[config.mk]
export PLATFORM = sky130hd
export DESIGN_NAME = fpga_arith_runner
export DESIGN_NICKNAME = d
export VERILOG_FILES = /design/src/rtl/fpga_arith_runner.sv
export SDC_FILE = /design/constraint.sdc
export NUM_CORES = 1
export LEC_CHECK = 0
export ABC_CLOCK_PERIOD_IN_PS = 4150
export CELL_PAD_IN_SITES_DETAIL_PLACEMENT = 0
export CELL_PAD_IN_SITES_GLOBAL_PLACEMENT = 1
export CORE_ASPECT_RATIO = 0.6
export CORE_UTILIZATION = 48
export DETAILED_ROUTE_END_ITERATION = 10
export PLACE_DENSITY_LB_ADDON = 0.1
export REMOVE_ABC_BUFFERS = 1
export SYNTH_ARGS = -nofsm -noshare
export SYNTH_HDL_FRONTEND = slang
export SYNTH_SLANG_ARGS = --single-unit
[constraint.sdc]
create_clock -name clock -period 4.15 [get_ports clock]
set_input_delay 0.6225 -clock clock [delete_from_list [all_inputs] [get_ports clock]]
set_output_delay 0.6225 -clock clock [all_outputs]
set_load 0.01 [all_outputs]
[src/rtl/fpga_arith_runner.sv]
// fpga_arith_runner: executes a stream of MOV/ADD/SUB/OUT/CHECK/HALT
// instructions against a small local memory, buffers OUT results in a FIFO
// and reports finished/success/timeout for the program run.
module fpga_arith_runner #(
  parameter  int MemoryElementWidth = 12,
  parameter  int NLocal             = 8,
  parameter  int NOut               = 4,
  parameter  int MaxSteps           = 1024,
  localparam int W                  = MemoryElementWidth,
  localparam int LW                 = (NLocal > 1) ? $clog2(NLocal) : 1,
  localparam int PW                 = (NOut > 1) ? $clog2(NOut) : 1,
  localparam int CW                 = $clog2(NOut + 1)
) (
  input  logic          clock,
  input  logic          reset,
  input  logic          run,
  input  logic          in_valid,
  output logic          in_ready,
  input  logic [2:0]    in_op,
  input  logic [LW-1:0] in_target,
  input  logic [W-1:0]  in_a,
  input  logic [W-1:0]  in_b,
  input  logic          in_a_local,
  input  logic          in_b_local,
  output logic          out_valid,
  output logic [W-1:0]  out_data,
  input  logic          out_ready,
  output logic [CW-1:0] out_count,
  output logic [31:0]   steps,
  output logic          finished,
  output logic          success,
  output logic          timeout
);

  typedef enum logic [1:0] {
    S_IDLE,
    S_CLEAR,
    S_EXEC,
    S_DONE
  } state_e;

  localparam logic [2:0] OP_MOV   = 3'd0;
  localparam logic [2:0] OP_ADD   = 3'd1;
  localparam logic [2:0] OP_SUB   = 3'd2;
  localparam logic [2:0] OP_OUT   = 3'd3;
  localparam logic [2:0] OP_CHECK = 3'd4;
  localparam logic [2:0] OP_HALT  = 3'd5;

  state_e          state_q, state_d;
  logic [LW-1:0]   clr_idx_q, clr_idx_d;
  logic [31:0]     steps_q, steps_d;
  logic            finished_q, finished_d;
  logic            success_q, success_d;
  logic            timeout_q, timeout_d;
  logic            fail_q, fail_d;
  logic [PW-1:0]   wr_ptr_q, wr_ptr_d;
  logic [PW-1:0]   rd_ptr_q, rd_ptr_d;
  logic [CW-1:0]   count_q, count_d;

  // Local memory is sized to the full index space so any in_target/in_a
  // index is addressable; CLEAR only zeroes the NLocal words in use.
  logic [W-1:0]    mem_q  [2**LW];
  logic [W-1:0]    fifo_q [NOut];

  logic [W-1:0]    op_a, op_b;
  logic            accept, push, pop, last_step;
  logic            mem_we;
  logic [LW-1:0]   mem_waddr;
  logic [W-1:0]    mem_wdata;

  function automatic logic [PW-1:0] ptr_inc(input logic [PW-1:0] p);
    return (p == PW'(NOut - 1)) ? '0 : p + PW'(1);
  endfunction

  // Operand fetch is combinational, so a word written on one edge is seen
  // by the instruction accepted in the very next cycle.
  assign op_a      = in_a_local ? mem_q[in_a[LW-1:0]] : in_a;
  assign op_b      = in_b_local ? mem_q[in_b[LW-1:0]] : in_b;

  assign in_ready  = (state_q == S_EXEC) && (count_q != CW'(NOut));
  assign accept    = in_valid && in_ready;
  assign push      = accept && (in_op == OP_OUT);
  assign pop       = (count_q != '0) && out_ready;
  assign last_step = (steps_q + 32'd1) == 32'(MaxSteps);

  assign out_valid = (count_q != '0);
  assign out_data  = out_valid ? fifo_q[rd_ptr_q] : '0;
  assign out_count = count_q;
  assign steps     = steps_q;
  assign finished  = finished_q;
  assign success   = success_q;
  assign timeout   = timeout_q;

  // Next-state, status and memory write-port decode for all states.
  always_comb begin
    // NOTE: every signal gets a default first so no path leaves it unassigned and infers a latch.
    state_d    = state_q;
    clr_idx_d  = clr_idx_q;
    steps_d    = steps_q;
    finished_d = finished_q;
    success_d  = success_q;
    timeout_d  = timeout_q;
    fail_d     = fail_q;
    wr_ptr_d   = wr_ptr_q;
    rd_ptr_d   = rd_ptr_q;
    count_d    = count_q;
    mem_we     = 1'b0;
    mem_waddr  = in_target;
    mem_wdata  = op_a;

    // The FIFO drains in every state; push is only possible in EXEC.
    if (push) wr_ptr_d = ptr_inc(wr_ptr_q);
    if (pop)  rd_ptr_d = ptr_inc(rd_ptr_q);
    if (push && !pop)      count_d = count_q + CW'(1);
    else if (pop && !push) count_d = count_q - CW'(1);

    unique case (state_q)
      S_IDLE, S_DONE: begin
        if (run) begin
          // A new run discards any unread output words.
          state_d    = S_CLEAR;
          clr_idx_d  = '0;
          steps_d    = '0;
          finished_d = 1'b0;
          success_d  = 1'b0;
          timeout_d  = 1'b0;
          fail_d     = 1'b0;
          wr_ptr_d   = '0;
          rd_ptr_d   = '0;
          count_d    = '0;
        end
      end
      S_CLEAR: begin
        mem_we    = 1'b1;
        mem_waddr = clr_idx_q;
        mem_wdata = '0;
        clr_idx_d = clr_idx_q + LW'(1);
        if (clr_idx_q == LW'(NLocal - 1)) state_d = S_EXEC;
      end
      S_EXEC: begin
        if (accept) begin
          steps_d = steps_q + 32'd1;
          case (in_op)
            OP_MOV: begin
              mem_we    = 1'b1;
              mem_wdata = op_a;
            end
            OP_ADD: begin
              mem_we    = 1'b1;
              mem_wdata = op_a + op_b;
            end
            OP_SUB: begin
              mem_we    = 1'b1;
              mem_wdata = op_a - op_b;
            end
            OP_OUT: ;
            OP_CHECK: begin
              if (op_a != op_b) fail_d = 1'b1;
            end
            OP_HALT: begin
              state_d    = S_DONE;
              finished_d = 1'b1;
              success_d  = !fail_q;
            end
            default: begin
              state_d    = S_DONE;
              finished_d = 1'b1;
              success_d  = 1'b0;
            end
          endcase
          // The limiting instruction still executes; only HALT escapes timeout.
          if (last_step && (in_op != OP_HALT)) begin
            state_d    = S_DONE;
            finished_d = 1'b1;
            timeout_d  = 1'b1;
            success_d  = 1'b0;
          end
        end
      end
      default: state_d = S_IDLE;
    endcase
  end

  // Control and status registers with asynchronous reset.
  always_ff @(posedge clock or posedge reset) begin
    if (reset) begin
      // NOTE: sequential state uses non-blocking assignments so every register samples pre-edge values.
      state_q    <= S_IDLE;
      clr_idx_q  <= '0;
      steps_q    <= '0;
      finished_q <= 1'b0;
      success_q  <= 1'b0;
      timeout_q  <= 1'b0;
      fail_q     <= 1'b0;
      wr_ptr_q   <= '0;
      rd_ptr_q   <= '0;
      count_q    <= '0;
    end else begin
      state_q    <= state_d;
      clr_idx_q  <= clr_idx_d;
      steps_q    <= steps_d;
      finished_q <= finished_d;
      success_q  <= success_d;
      timeout_q  <= timeout_d;
      fail_q     <= fail_d;
      wr_ptr_q   <= wr_ptr_d;
      rd_ptr_q   <= rd_ptr_d;
      count_q    <= count_d;
    end
  end

  // Local memory and FIFO storage writes.
  always_ff @(posedge clock) begin
    // NOTE: storage arrays are deliberately not reset; CLEAR zeroes local memory and out_valid masks stale FIFO words.
    if (mem_we) mem_q[mem_waddr] <= mem_wdata;
    if (push)   fifo_q[wr_ptr_q] <= op_a;
  end

endmodule

==> results.md <==
- Fraction of final layout cells sized beyond drive strength 1: about 20%
- Shortest clock period the worst path allows after layout: around 4 ns
- Post-synthesis async set-or-reset flop share: about a quarter
- Worst Setup End Kind: register
- Global-route total usage across every layer: 28.3%
- Critical path's most frequent cell: buf_4
- Vias in the first global route: around 8000
- CTS clk-pin slew, worst paths: approximately 0.07 ns
- CTS H-tree depth: 4
- Post-synth EDFFs: between 100 and 150
- Share of synthesized area occupied by flip-flops and latches: 49.4%
- Static Leakage: between 0.005 and 0.006 uW
- Remaining global-route overflow: 0
- Maximum clock path buffer count: 2
- Drt via density: around 6.1
- Hold-fix buffer count after cts: 0
- Required time reported for the critical path endpoint: ~4.4 ns
- Least setup slack across all paths after layout: between 0.15 and 0.2 ns
- Clock root cell: clkbuf_16
- Die area: between 20000 and 25000 um2
- Detailed route wirelength on metal2: roughly 12 mm
- Setup Crit Path Kind: input port to register
- Areal power density over the cells: ~490 nW/um2
- Number of antenna violations at the first check in global routing: 0
- Average wire per standard cell: between 20 and 25 um
- Synthesized flop and latch total: 192
- Run status: completed
- Worst min-delay path class: register to register
- Most frequent standard cell in the layout excluding fill and tap cells: edfxtp_1
- Sequential share of power: about two fifths
- Synthesized area per cell: 12.0 um2
- Horizontal die dimension: between 150 and 200 um
- Yosys cell types: 77
- Part of the total power dissipated in the clock network: between 20% and 30%
- DRC errors left: 0
- Maximum Capacitance Violations: 0
- Slew @ Worst Pin: around 1 ns
- Combinational fraction of design power: a little over a third
- Cell types occupying the most area after synthesis: edfxtp_1, mux4_2, dfrtp_1
- Die outline height: approximately 120 um
- Cell type with the largest total area after synthesis: edfxtp_1
- Net total in the final layout: about 1200
- Clock latency of the later-clocked register in the worst-skew pair: roughly 0.45 ns
- # clock sinks: ~190
- Relative max-transition margin: 34.5%
- Starting utilization of the core area: around half
- Combined area of the multi-input logic cells: 5310 um2
- HPWL after detailed placement: 24.0 mm
- FP Rows: 42
- I/O pin count: between 80 and 90
- Largest net degree at the start of global routing: 40
- Worst clock skew: between 0.01 and 0.015 ns
- Sum of routed wire segments on met1: around 16 mm
- Final Wtd Congestion: 0.925
- Storage cell area: roughly 5500 um2
- Setup-failing EPs final: 0
- Final critical-path share of the clock period: a little over nine tenths
- Pint: approximately 4400 uW
- Count of routing violations after the opening detailed-route iteration: between 800 and 900
- Clock tree from TritonCTS: yes
- Number of endpoints with negative hold slack in the final report: 0
- IO buf count: between 80 and 90
- Fin. max-slew vios: 0
- Worst slack after detailed placement: -0.457 ns
- Tot Pwr: roughly 6700 uW
- First-pass iteration count of the detailed router: 5
- Routed wire length: 32.2 mm
- Share of the synthesized area in the top cell type: about two fifths
- Switching share of power: between 30% and 40%
- Count of vias placed by the detailed router: about 8600
- Placeable core region: 22400 um2
- Antenna Cells: 0
- Worst Path Max Fanout: 17
- Number of fillers in the final layout: 1807
- Master of the slowest instance on the critical path: mux4_2
- Maximum operating frequency: 0.251 GHz
- Count of nets left with antenna violations after detail routing: 0
- Maximum VDD drop: 0.000362 V
- Commonest cells after routing, fill and taps aside: edfxtp_1, buf_4, clkdlybuf4s50_1
- Detail Route met3 WL: 3.79 mm
- Count of mapped cells out of synthesis: roughly 930
- Type of origin of the critical path: input port
- CP arrival: about 4.2 ns
- Top flip-flop cell by instance count after synthesis: edfxtp_1
- Worst-path cell chain: clkdlybuf4s50_1 > buf_4 > buf_12 > mux4_2 > mux2i_1 > a21o_1 > ha_1 > buf_4 > nand4_1 > a21oi_1 > o221ai_2 > a21oi_1 > xnor2_1 > o221ai_2 > buf_4
- Post-synthesis cell area: roughly 11000 um2
- Wire length of the first global-routing pass: 49.2 mm
- Peak per-stage delay on the critical path: ~0.52 ns
- Yosys warnings: 0
- Layout Area Growth over Synthesis: 21.8%
- Number of buffers added by the clock tree synthesis step: 17
- Worst hold slack: between 0.5 and 0.6 ns
- DR top layer: met4
- Net Switching: ~2300 uW
synth_stat cells, drive strengths merged, types with 12 or more instances:
library cell and number:
a21oi 46, ha 36, buf 22, mux2i 26, a31oi 13, nor2b 12
o21ai 65, nor3 17, nand2 46, mux4 60, and3 13, edfxtp 144
nand4 25, clkbuf 34, nor2 73, nand3 23, and2 27, xnor2 14
dfrtp 48, inv 42, o31ai 14
flip-flops by register name, summed over array words and instances (netlist names):
| name | count |
|---|---|
| mem_q | 96 |
| fifo_q | 48 |
| steps | 32 |
| clr_idx_q | 3 |
| out_count | 3 |
| rd_ptr_q | 2 |
| state_q | 2 |
| wr_ptr_q | 2 |
| fail_q | 1 |
| finished | 1 |
| success | 1 |
| timeout | 1 |
timing repair:
action,4_1_cts,5_1_grt
endpoints found under the setup margin,0,48
endpoints found under the hold margin,0,0
gates resized for setup,0,8
setup buffers,0,2
per-stage QoR:
stage                     setup TNS [ns]  instance area (um2)  std cells  util [%]
final                                  0                13600       1404      60.7
after detailed placement          -16.02                13000       1370      57.8
after global placement            -13.89                13000       1370      57.8
after global routing             -0.0502                13600       1404      60.7
after CTS                              0                13600       1402      60.4
after floorplan                        0                10900        878         -
routing by layer:
| layer | vias to the layer above | GRT usage, % |
|---|---|---|
| met5 | - | 0 |
| met2 | 422 | 34.7 |
| met4 | 0 | 5.38 |
| li1 | 3909 | - |
| met3 | 17 | 8.15 |
| met1 | 4236 | 47.9 |
power by group through the flow:
stage               Sequential [uW]  Clock, uW  Combinational [uW]
floorplan                      2600          0                1330
global placement               2640          0                2330
detailed placement             2640          0                2350
CTS                            2600       1680                2360
global route                   2630       1750                2640
finish                         2600       1660                2430
logic make-up after synthesis:
logic type	after synthesis	synth area share [%]
AO/OA/AOI/OAI	210	12.3
AND/OR/NAND/NOR	283	13.8
flip-flops	192	49.4
adder cells (fa/ha/maj)	38	4.39
buffers and inverters	99	3.61
multiplexers	88	14.6
XOR/XNOR	24	1.88
worst max-delay path: cells and delay by family:
family	cells	cell delay (ns)
compound gates	5	1.19
xor+xnor	1	0.19
mux	2	0.68
buf+inv	5	1.15
fa+ha+maj	1	0.21
simple gates	1	0.11
final cells by class:
type                    instances  share of cell area (%)
flip-flops and latches        192                    40.6
multi-input cells             643                    39.0
repair buffers                186                    12.1
clock buffers                  21                    3.55
well taps                     308                    2.83
inverters                      43                    1.19
clock inverters                11                   0.781
path summary, 6_finish.rpt:
path	slack (ns)	cells past startpoint	from	to
worst max register to register	0.52	14	mem_q[5][1]	mem_q[5][11]
worst max-delay path	0.17	15	in_b[0]	mem_q[5][11]
worst min-delay path	0.52	2	fail_q	fail_q
worst min register to register	0.52	2	fail_q	fail_q
min in group asynchronous	0.64	2	reset	out_count[2]
max in group asynchronous	2.76	3	reset	steps[20]
No activity file was read; power rests on OpenSTA's default activity.
